### config.mk
export PLATFORM = sky130hd
export DESIGN_NAME = fp_expand_accum_flat
export DESIGN_NICKNAME = d
export VERILOG_FILES = /design/src/rtl/fp_expand_accum_if.sv /design/src/rtl/fp_expand_accum.sv /design/src/flat_wrapper.sv
export SDC_FILE = /design/constraint.sdc
export NUM_CORES = 1
export LEC_CHECK = 0
export BUFFER_PORTS_ARGS = -buffer_cell sky130_fd_sc_hd__buf_2
export CAP_MARGIN = 20
export CORE_MARGIN = 3
export CORE_UTILIZATION = 30
export DETAILED_ROUTE_END_ITERATION = 12
export GPL_ROUTABILITY_DRIVEN = 0
export PLACE_DENSITY = 0.43
export SYNTH_ARGS = -nofsm -noshare
export SYNTH_HDL_FRONTEND = slang
export SYNTH_SLANG_ARGS = --single-unit
### constraint.sdc
create_clock -name clk -period 3.8 [get_ports clk]
set_input_delay 0.19 -clock clk [delete_from_list [all_inputs] [get_ports clk]]
set_output_delay 0.19 -clock clk [all_outputs]
set_load 0.01 [all_outputs]
### src/rtl/fp_expand_accum_if.sv
// rtl/fp_expand_accum_if.sv - sample-in / result-out handshake bundle for fp_expand_accum
interface fp_expand_accum_if #(
  parameter int DW = 13,
  parameter int EW = 3,
  parameter int FW = 5
);
  logic          in_valid;
  logic          in_ready;
  logic          in_s;
  logic [EW-1:0] in_e;
  logic [FW-1:0] in_f;
  logic          out_valid;
  logic          out_ready;
  logic [DW-1:0] out_d;
  logic [DW-1:0] out_sum;
  logic          out_sat;

  modport master (
    output in_valid, in_s, in_e, in_f, out_ready,
    input  in_ready, out_valid, out_d, out_sum, out_sat
  );

  modport slave (
    input  in_valid, in_s, in_e, in_f, out_ready,
    output in_ready, out_valid, out_d, out_sum, out_sat
  );
endinterface

### src/rtl/fp_expand_accum.sv
// rtl/fp_expand_accum.sv - expands (S,E,F) samples by serial shifting and keeps a saturating running sum
module fp_expand_accum #(
  parameter int DW = 13,
  parameter int EW = 3,
  parameter int FW = 5
) (
  input  logic               clk,
  input  logic               rst_n,
  input  logic               acc_clr,
  fp_expand_accum_if.slave   bus
);

  typedef enum logic [1:0] {IDLE, SHIFT, NEG, OUT} state_t;

  state_t        state_q, state_d;
  logic [DW-1:0] mag_q, mag_d;
  logic [EW-1:0] cnt_q, cnt_d;
  logic          sgn_q, sgn_d;
  logic [DW-1:0] out_d_q, out_d_d;
  logic [DW-1:0] sum_q, sum_d;
  logic          sat_q, sat_d;

  logic [DW-1:0] val;
  logic [DW-1:0] base;
  logic [DW:0]   sum_wide;

  always_comb begin
    state_d = state_q;
    mag_d   = mag_q;
    cnt_d   = cnt_q;
    sgn_d   = sgn_q;
    out_d_d = out_d_q;
    sum_d   = sum_q;
    sat_d   = sat_q;

    val      = sgn_q ? -mag_q : mag_q;
    base     = acc_clr ? '0 : sum_q;
    sum_wide = {base[DW-1], base} + {val[DW-1], val};

    // Clear in NEG is folded into the add below (clear-then-add)
    if (acc_clr && state_q != NEG) begin
      sum_d = '0;
      sat_d = 1'b0;
    end

    case (state_q)
      IDLE: begin
        if (bus.in_valid) begin
          mag_d   = {{(DW-FW){1'b0}}, bus.in_f};
          cnt_d   = bus.in_e;
          sgn_d   = bus.in_s;
          state_d = (bus.in_e != '0) ? SHIFT : NEG;
        end
      end
      SHIFT: begin
        mag_d = mag_q << 1;
        cnt_d = cnt_q - EW'(1);
        if (cnt_q == EW'(1)) state_d = NEG;
      end
      NEG: begin
        out_d_d = val;
        sat_d   = acc_clr ? 1'b0 : sat_q;
        if (sum_wide[DW] != sum_wide[DW-1]) begin
          sum_d = sum_wide[DW] ? {1'b1, {(DW-1){1'b0}}} : {1'b0, {(DW-1){1'b1}}};
          sat_d = 1'b1;
        end else begin
          sum_d = sum_wide[DW-1:0];
        end
        state_d = OUT;
      end
      OUT: begin
        if (bus.out_ready) state_d = IDLE;
      end
      default: state_d = IDLE;
    endcase
  end

  always_ff @(posedge clk or negedge rst_n) begin
    if (!rst_n) begin
      state_q <= IDLE;
      mag_q   <= '0;
      cnt_q   <= '0;
      sgn_q   <= 1'b0;
      out_d_q <= '0;
      sum_q   <= '0;
      sat_q   <= 1'b0;
    end else begin
      state_q <= state_d;
      mag_q   <= mag_d;
      cnt_q   <= cnt_d;
      sgn_q   <= sgn_d;
      out_d_q <= out_d_d;
      sum_q   <= sum_d;
      sat_q   <= sat_d;
    end
  end

  assign bus.in_ready  = (state_q == IDLE);
  assign bus.out_valid = (state_q == OUT);
  assign bus.out_d     = out_d_q;
  assign bus.out_sum   = sum_q;
  assign bus.out_sat   = sat_q;

endmodule

### src/flat_wrapper.sv
// flat-port wrapper written by rule: the top's interface ports become plain ports
module fp_expand_accum_flat 
#(
  parameter int DW = 13,
  parameter int EW = 3,
  parameter int FW = 5
)
  (clk, rst_n, acc_clr, bus_in_valid, bus_in_s, bus_in_e, bus_in_f, bus_out_ready, bus_in_ready, bus_out_valid, bus_out_d, bus_out_sum, bus_out_sat);
  fp_expand_accum_if #(.DW(DW), .EW(EW), .FW(FW)) bus_i ();
  input  logic clk;
  input  logic rst_n;
  input  logic acc_clr;
  input wire logic [$bits(bus_i.in_valid)-1:0] bus_in_valid;
  input wire logic [$bits(bus_i.in_s)-1:0] bus_in_s;
  input wire logic [$bits(bus_i.in_e)-1:0] bus_in_e;
  input wire logic [$bits(bus_i.in_f)-1:0] bus_in_f;
  input wire logic [$bits(bus_i.out_ready)-1:0] bus_out_ready;
  output wire logic [$bits(bus_i.in_ready)-1:0] bus_in_ready;
  output wire logic [$bits(bus_i.out_valid)-1:0] bus_out_valid;
  output wire logic [$bits(bus_i.out_d)-1:0] bus_out_d;
  output wire logic [$bits(bus_i.out_sum)-1:0] bus_out_sum;
  output wire logic [$bits(bus_i.out_sat)-1:0] bus_out_sat;
  assign bus_i.in_valid = bus_in_valid;
  assign bus_i.in_s = bus_in_s;
  assign bus_i.in_e = bus_in_e;
  assign bus_i.in_f = bus_in_f;
  assign bus_i.out_ready = bus_out_ready;
  assign bus_in_ready = bus_i.in_ready;
  assign bus_out_valid = bus_i.out_valid;
  assign bus_out_d = bus_i.out_d;
  assign bus_out_sum = bus_i.out_sum;
  assign bus_out_sat = bus_i.out_sat;
  fp_expand_accum #(.DW(DW), .EW(EW), .FW(FW)) u_core (.clk(clk), .rst_n(rst_n), .acc_clr(acc_clr), .bus(bus_i));
endmodule
### Word level (Yosys, flattened, before mapping)

Cells that the tools add are included.

* register bits after elaboration: 46
* latch bits: 0
* memory bits (writable): 0
* ROM bits: 0
* logic and storage cells: 48
* memories: 0

* add/sub/neg operators: 3
* multipliers: 0
* div/mod/pow operators: 0
* $lt $le $gt $ge: 0
* equality and inequality tests: 10
* shift-type cells: 0
* muxes and demuxes: 19
* bitwise operators: 0
* reductions and logical operators: 9

Operator list (number)
* 13-bit two-way mux: 7
* 13-bit one-hot mux with 2 select lines: 1
* 13-bit by 13-bit adder with 14-bit output: 1
* 13-bit negation: 1
* 2-bit two-way mux: 4
* 2-bit one-hot mux with 4 select lines: 1
* 2-bit != test, second input constant: 3
* 3-bit one-hot mux with 2 select lines: 1
* 2-bit AND reduction: 3
* 2-bit == test, second input constant: 2
* 1-bit two-way mux: 4
* 2-bit nonzero test: 2
* 3-bit by 1-bit == test with 1-bit output, second input constant: 1
* 3-bit two-way mux: 1
* 3-bit by 2-bit != test with 1-bit output, second input constant: 1
* 3-bit AND reduction: 1
* 3-bit nonzero test: 1
* 3-bit by 1-bit subtractor with 3-bit output, second input constant: 1
* 2-bit by 1-bit == test with 1-bit output, second input constant: 1
* 2-bit logical NOT: 1
* 2-bit by 1-bit != test with 1-bit output, second input constant: 1
* 1-bit logical AND: 1
* 1-bit != test: 1

### Logic depth before layout (Yosys ltp)

Gate-level depths: netlist of run 1.

* depth after elaboration: 6
* mapped depth: 15

### Worst setup path before layout of run 1

OpenSTA, ideal clock, no wires.

* path type: reg-to-reg
* start: register u_core.mag_q[2]
* end: register u_core.sum_q[7], in the netlist u_core.bus.out_sum[7]
* arrival time: 2.987 ns
* data required time: 3.669 ns
* slack: 0.682 ns
* cell stages (with the launch flop): 16
* buffers on the path: 2
* path through: dfrtp_1 or3_4 nor2_4 nand2_1 o31a_1 xor2_1 ha_1 clkbuf_2 a21oi_1 o21ai_1 a221oi_2 nand3_1 o2bb2ai_1 buf_4 a21oi_1 a22oi_1

* cells in the longest elaborated chain, start to end: 6
* elaborated cells on any way between the ends: 7
* those cells by class: add/sub (2); eq/ne (1); mux (4)

RTL lines
* from (decl): line fp_expand_accum.sv:16 `logic [DW-1:0] mag_q, mag_d;`
* from (signal assigned): line fp_expand_accum.sv:89 `mag_q <= mag_d;`
* 13-bit negation (*): line fp_expand_accum.sv:36 `val = sgn_q ? -mag_q : mag_q;`
* 13-bit two-way mux (*): line fp_expand_accum.sv:36
* named net u_core.val[8]: line fp_expand_accum.sv:23 `logic [DW-1:0] val;`
* 13-bit by 13-bit adder with 14-bit output (*): line fp_expand_accum.sv:38 `sum_wide = {base[DW-1], base} + {val[DW-1], val};`
* 13-bit two-way mux / 1-bit != test (equally long branches): line fp_expand_accum.sv:64, fp_expand_accum.sv:63
* 13-bit two-way mux (*): line fp_expand_accum.sv:63 `if (sum_wide[DW] != sum_wide[DW-1]) begin`
* 13-bit two-way mux (*): line fp_expand_accum.sv:46 `case (state_q)`
* to (signal assigned): line fp_expand_accum.sv:93 `sum_q <= sum_d;`
* to (decl): line fp_expand_accum.sv:20 `logic [DW-1:0] sum_q, sum_d;`

Mark *: on every way through the listed nets, which the timed path passes. The rest lies on a longest branch.
A chain may end at the register's enable or synchronous reset.

### Final worst setup path of run 1

* start: register u_core.mag_q[2]
* end: register u_core.sum_q[1], in the netlist u_core.bus.out_sum[1]

Same word-level chain as after synthesis.

==> results of run 1 <==
-- placed cells by master, fill, tap and decap left out, types with 7 or more instances in the layout --
master,n
nand2_1,27
mux2_2,15
o21ai_1,11
nor2b_1,14
dfrtp_1,46
nor2_1,31
inv_1,13
a21oi_1,23
xnor2_1,15
nand3_1,7
buf_2,42
a22o_1,8
ha_1,20
o21ai_0,14
-- through the flow --
step / std cells / area (sq um) / setup WS, ps / util
2_1_floorplan: 321 / 2980 / 682 / -
3_3_place_gp: 482 / 3320 / 198 / 0.351
3_5_place_dp: 482 / 3320 / 68.3 / 0.351
4_1_cts: 489 / 3440 / 60.3 / 0.363
5_1_grt: 489 / 3450 / 0.101 / 0.365
6_report: 489 / 3450 / 286 / 0.365
-- final timing paths --
kind | start | endpoint | cells after the start
min in group clk | bus_in_f[0] | u_core.mag_q[0] | 3
max in group asynchronous | rst_n | u_core.bus.out_sum[8] | 2
min reg2reg | u_core.bus.out_d[3] | u_core.bus.out_d[3] | 1
max | u_core.mag_q[2] | u_core.bus.out_sum[1] | 13
max reg2reg | u_core.mag_q[2] | u_core.bus.out_sum[1] | 13
min | rst_n | u_core.bus.out_d[12] | 2
-- metal layers --
metal / share of wire / up-vias / wire, um / GRT usage
met3: 0.038 / 12 / 296 / 0.0263
met1: 0.51 / 1141 / 3910 / 0.212
met5: 0 / - / 0 / 0
met4: 0.022 / 0 / 168 / 0.0463
li1: - / 1220 / - / -
met2: 0.43 / 52 / 3330 / 0.221
-- area by class of cell --
type                    count  area [sq um]
fillers                  1018          6010
flip-flops and latches     46          1150
inverters                  13          48.8
clock inverters             1          30.0
repair buffers             47           248
clock buffers               6          82.6
multi-input cells         247          1730
well taps                 129           161
-- power by group through the flow --
stage | Clock (mW) | Combinational [mW] | Sequential (mW)
global placement | 0 | 2.06 | 0.920
CTS | 0.398 | 2.08 | 0.917
floorplan | 0 | 1.51 | 0.920
detailed placement | 0 | 2.07 | 0.925
finish | 0.385 | 2.07 | 0.915
global route | 0.418 | 2.35 | 0.953
-- worst max-delay path, delay by kind of cell, from the launching register on --
kind,cells,cell delay (ps)
AOI/OAI and AO/OA,6,1180
xor gates and xnor gates,1,240
adders and majority gates,1,390
buffers and inverters,1,230
DFF,1,460
and+or+nand+nor,4,900
-- cells by family after synthesis --
family                   count (synthesis)  synth area share
AND/OR/NAND/NOR                         98             0.160
AO/OA/AOI/OAI                           93             0.209
flip-flops                              46             0.386
buffers and inverters                   28            0.0386
adder cells (fa/ha/maj)                 21            0.0907
XOR/XNOR                                20            0.0588
multiplexers                            15            0.0567
-- flip-flops by register name, indices dropped and copies added (netlist names) --
signal and flops:
u_core.bus.out_sat 1, u_core.bus.out_sum 13, u_core.state_q 2, u_core.sgn_q 1, u_core.mag_q 13, u_core.bus.out_d 13
u_core.cnt_q 3
-- timing repair --
item | 4_1_cts | 5_1_grt
endpoints found under the setup margin | 0 | 13
buffers inserted | 0 | 0
gates resized for setup | 0 | 2
==> run metrics, run 1 <==
# diodes 0; Max-Cap Viols 0; failing checks hold timing; worst path cell trace or3_4, nor2_4, nand3_2, o21ai_0, xnor2_1, ha_1, a21oi_1, o21ai_1, a31o_2, or2_0, o221ai_2, buf_4, a22oi_1; Max Buffers Root-to-Sink 2; largest cells by area after synthesis dfrtp_1 39%, ha_1 8.4%, mux2_2 5.7%, xnor2_1 4.4%, nor2_1 3.9%; Worst Setup End Kind flop; Area Growth Syn to Fin 15.7%; status complete, but fails checks; CTS tree yes; drt drc 0; Synth area leader dfrtp_1; Final Skew 8.45 ps; CP max FO 9; Critical Path RT 3980 ps; max-slew violations 0; Peak Freq 285 MHz; FF-to-FF setup slack 290 ps; Yosys reg bits 46; actual slew at the worst max-slew pin 641 ps; post-synthesis sequential area ratio 0.386; drt pass-1 iters 4; IR drop worst, VDD 0.327 mV; DR vias 2425; PortBufs 42; Post-Synthesis Cell Area 2980 sq um; post-route ant nets 0; CP startpoint kind flop; fin nets 395; Setup TNS 0 ps; Cell Rows 35; count leader, synth dfrtp_1; Total GRT Usage 0.146; Min Clock Period, post-route 3510 ps; vias in the first global route 2535; Syn. warnings 0; CTS Sinks 46; grt ovf 0; Die H 106 um; Yosys cell types 55; core area 9460 sq um; data arrival time of the worst path 3690 ps; Period Utilization, post-route 0.925; most used flip-flop cell after synthesis dfrtp_1; slowest CP cell dfrtp_1; class of the worst hold path in -> async; clock power share 0.114; switch share 0.464; ys async rst share 1.00; worst relative slew slack 0.570; largest net degree at the start of global routing 47; Clock Latency Late Sink 300 ps; Seq pwr share 0.272; H-tree levels 2; Initial Util 0.315; proportion of layout cells with a drive suffix above 1 0.219; first-pass GRT wire length 13.2 mm; worst hold slack -18.8 ps; Clk pin slew, worst setup/hold paths 90 ps; top post-synthesis cells by count 46 x dfrtp_1, 31 x nor2_1, 27 x nand2_1; vias per cell 4.96; Gate power share 0.614; Synth top area share 0.386; Die Wd 106 um; cell internal pwr 1.80 mW; power density cells 976 nW/um^2; DP Wirelength 5.71 mm; final hold viol count 46; Pleak 1.57 nW; Root Buffer clkbuf_8; post-DR wirelength/cell 15.8 um; Post-synth EDFFs 0; hold_buf cts 0; CTS Buf Count 5; DRT iter0 DRCs 99; max incr delay on CP 460 ps; Post-Synthesis Cells 321; syn avg cell area 9.28 sq um; # IOs 43; Syn Nets 356; RSZ-0062 raised after global routing no; Switch Pwr 1.56 mW; total power 3.37 mW; final WL 7.71 mm; die area 11200 sq um; final setup fails 0; Setup Crit Path Kind reg -> reg; initial antenna violation count 0
Note: power is estimated with default switching activity, not from simulation.
==> run 2, diff against run 1 <==
--- a/config.mk
+++ b/config.mk
@@ -8,10 +8,10 @@
 export BUFFER_PORTS_ARGS = -buffer_cell sky130_fd_sc_hd__buf_2
 export CAP_MARGIN = 20
 export CORE_MARGIN = 3
-export CORE_UTILIZATION = 30
+export CORE_UTILIZATION = 50
 export DETAILED_ROUTE_END_ITERATION = 12
 export GPL_ROUTABILITY_DRIVEN = 0
-export PLACE_DENSITY = 0.43
+export PLACE_DENSITY = 0.67
 export SYNTH_ARGS = -nofsm -noshare
 export SYNTH_HDL_FRONTEND = slang
 export SYNTH_SLANG_ARGS = --single-unit
==> run metrics, run 2 (same netlist as run 1, synthesis figures left out) <==
CTS tree yes (unchanged); die area 6920 sq um (was 11200 sq um); r2r startpoint u_core.mag_q[2] (unchanged); CTS Sinks 46 (unchanged); RSZ-0062 raised after global routing no (unchanged); FF-to-FF setup slack 290 ps (about the same); hold_buf cts 0 (unchanged); final WL 6.58 mm (was 7.71 mm); commonest cells after routing, fill and taps aside 46 x dfrtp_1, 42 x buf_2, 31 x nor2_1 (unchanged); proportion of layout cells with a drive suffix above 1 0.213 (was 0.219); cell internal pwr 1.72 mW (was 1.80 mW); fin nets 395 (unchanged); DR vias 2415 (was 2425); Critical Path RT 3960 ps (was 3980 ps); Cell Rows 27 (was 35); reg2reg path depth 13 (unchanged); CP max FO 9 (unchanged); post-route ant nets 0 (unchanged); Post-CTS Resized 0 (unchanged); PortBufs 42 (unchanged); Setup TNS 0 ps (unchanged); Seq pwr share 0.281 (was 0.272); data arrival time of the worst path 3670 ps (was 3690 ps); class of the worst hold path in -> reg (was in -> async); Root Buffer clkbuf_8 (unchanged); worst setup path endpoint u_core.bus.out_sum[1] (unchanged); DP Wirelength 4.95 mm (was 5.71 mm); most common cell after layout, fill and taps aside dfrtp_1 (unchanged); Setup Crit Path Kind reg -> reg (unchanged); Max Buffers Root-to-Sink 2 (unchanged); switch share 0.468 (was 0.464); max-slew violations 0 (unchanged); RR Endpoint u_core.bus.out_sum[1] (unchanged); actual slew at the worst max-slew pin 929 ps (was 641 ps); # IOs 43 (unchanged); Clock Latency Late Sink 300 ps (about the same); Final Skew 10.4 ps (was 8.45 ps); met2 routed WL 2.96 mm (was 3.33 mm); Period Utilization, post-route 0.924 (was 0.925); largest net degree at the start of global routing 47 (unchanged); worst hold slack 115 ps (was -18.8 ps); drt pass-1 iters 4 (unchanged); Die H 83.2 um (was 106 um); power density cells 963 nW/um^2 (was 976 nW/um^2); H-tree levels 2 (unchanged); CTS Buf Count 5 (unchanged); drt drc 0 (unchanged); vias per cell 5.58 (was 4.96); grt ovf 0 (unchanged); Peak Freq 285 MHz (about the same); CP startpoint kind flop (unchanged); initial antenna violation count 0 (unchanged); post-DR wirelength/cell 15.2 um (was 15.8 um); clock power share 0.096 (was 0.114); met1 WL 3.32 mm (was 3.91 mm); DRT iter0 DRCs 118 (was 99); status complete, no violations (was complete, but fails checks); Crit. Startpoint u_core.mag_q[2] (unchanged); core area 5640 sq um (was 9460 sq um); Placed Area 3240 sq um (was 3320 sq um); # diodes 0 (unchanged); first-pass GRT wire length 11.4 mm (was 13.2 mm); Met3 Wirelength 221 um (was 296 um); Initial Util 0.528 (was 0.315); Pleak 1.56 nW (was 1.57 nW); Area Growth Syn to Fin 13.0% (was 15.7%); Clk pin slew, worst setup/hold paths 100 ps (was 90 ps); post-route cell area 3370 sq um (was 3450 sq um); DR top layer met4 (unchanged); vias in the first global route 2373 (was 2535); Min Clock Period, post-route 3510 ps (about the same); Switch Pwr 1.52 mW (was 1.56 mW); Total GRT Usage 0.199 (was 0.146); worst relative slew slack 0.378 (was 0.570); Worst Setup End Kind flop (unchanged); Die Wd 83.2 um (was 106 um); post-CTS setup buffers 0 (unchanged); final setup fails 0 (unchanged); IR drop worst, VDD 0.468 mV (was 0.327 mV); Max-Cap Viols 0 (unchanged); final hold viol count 0 (was 46); Gate power share 0.623 (was 0.614)
run 2: power groups by stage:
| stage | Clock (mW) | Sequential [mW] | Combinational (mW) |
|---|---|---|---|
| 3_3_place_gp | 0 | 0.911 | 1.98 |
| 6_report | 0.310 | 0.912 | 2.02 |
| 4_1_cts | 0.323 | 0.911 | 2.02 |
| 2_1_floorplan | 0 | 0.920 | 1.51 |
| 3_5_place_dp | 0 | 0.917 | 2.02 |
| 5_1_grt | 0.349 | 0.944 | 2.27 |
run 2: per-stage QoR:
step | util | setup WS [ps] | cells | total power [mW]
5_1_grt | 0.597 | 55.2 | 433 | 3.56
6_report | 0.597 | 290 | 433 | 3.24
4_1_cts | 0.590 | 311 | 431 | 3.26
2_1_floorplan | - | 682 | 321 | 2.43
3_3_place_gp | 0.574 | 415 | 423 | 2.90
3_5_place_dp | 0.574 | 382 | 423 | 2.94
run 2: layer usage:
| metal | global-route usage | vias to the layer above |
|---|---|---|
| met5 | 0 | - |
| met4 | 0.0446 | 0 |
| met3 | 0.0387 | 6 |
| met2 | 0.310 | 45 |
| met1 | 0.285 | 1144 |
| li1 | - | 1220 |
run 2: how the worst min path moves through the flow:
stage	startpoint	end	slack, ps	depth (start not counted)
floorplan	rst_n	u_core.bus.out_d[0]	-110	0
global placement	rst_n	u_core.mag_q[12]	420	1
detailed placement	rst_n	u_core.bus.out_d[6]	430	1
CTS	rst_n	u_core.bus.out_d[6]	80	1
global route	bus_in_f[0]	u_core.mag_q[0]	100	3
finish	bus_in_s	u_core.sgn_q	120	2
run 2: layout make-up:
cell class | instances | area (sq um)
clock buffer | 5 | 68.8
clock inverter | 3 | 23.8
fill | 516 | 2270
inverter | 13 | 48.8
multi-input combinational | 247 | 1710
sequential | 46 | 1150
tap | 72 | 90.1
timing repair buffer | 47 | 270
run 2: critical path, stage by stage, from the launching register on:
cell	delay [ps]
dfrtp_1	440
or3_4	430
nor2_4	120
nand2_1	110
o31a_1	270
xor2_1	170
ha_1	400
a21oi_1	170
o21ai_1	140
a221oi_2	320
nand3_1	120
o221ai_1	350
buf_4	240
a22oi_1	90
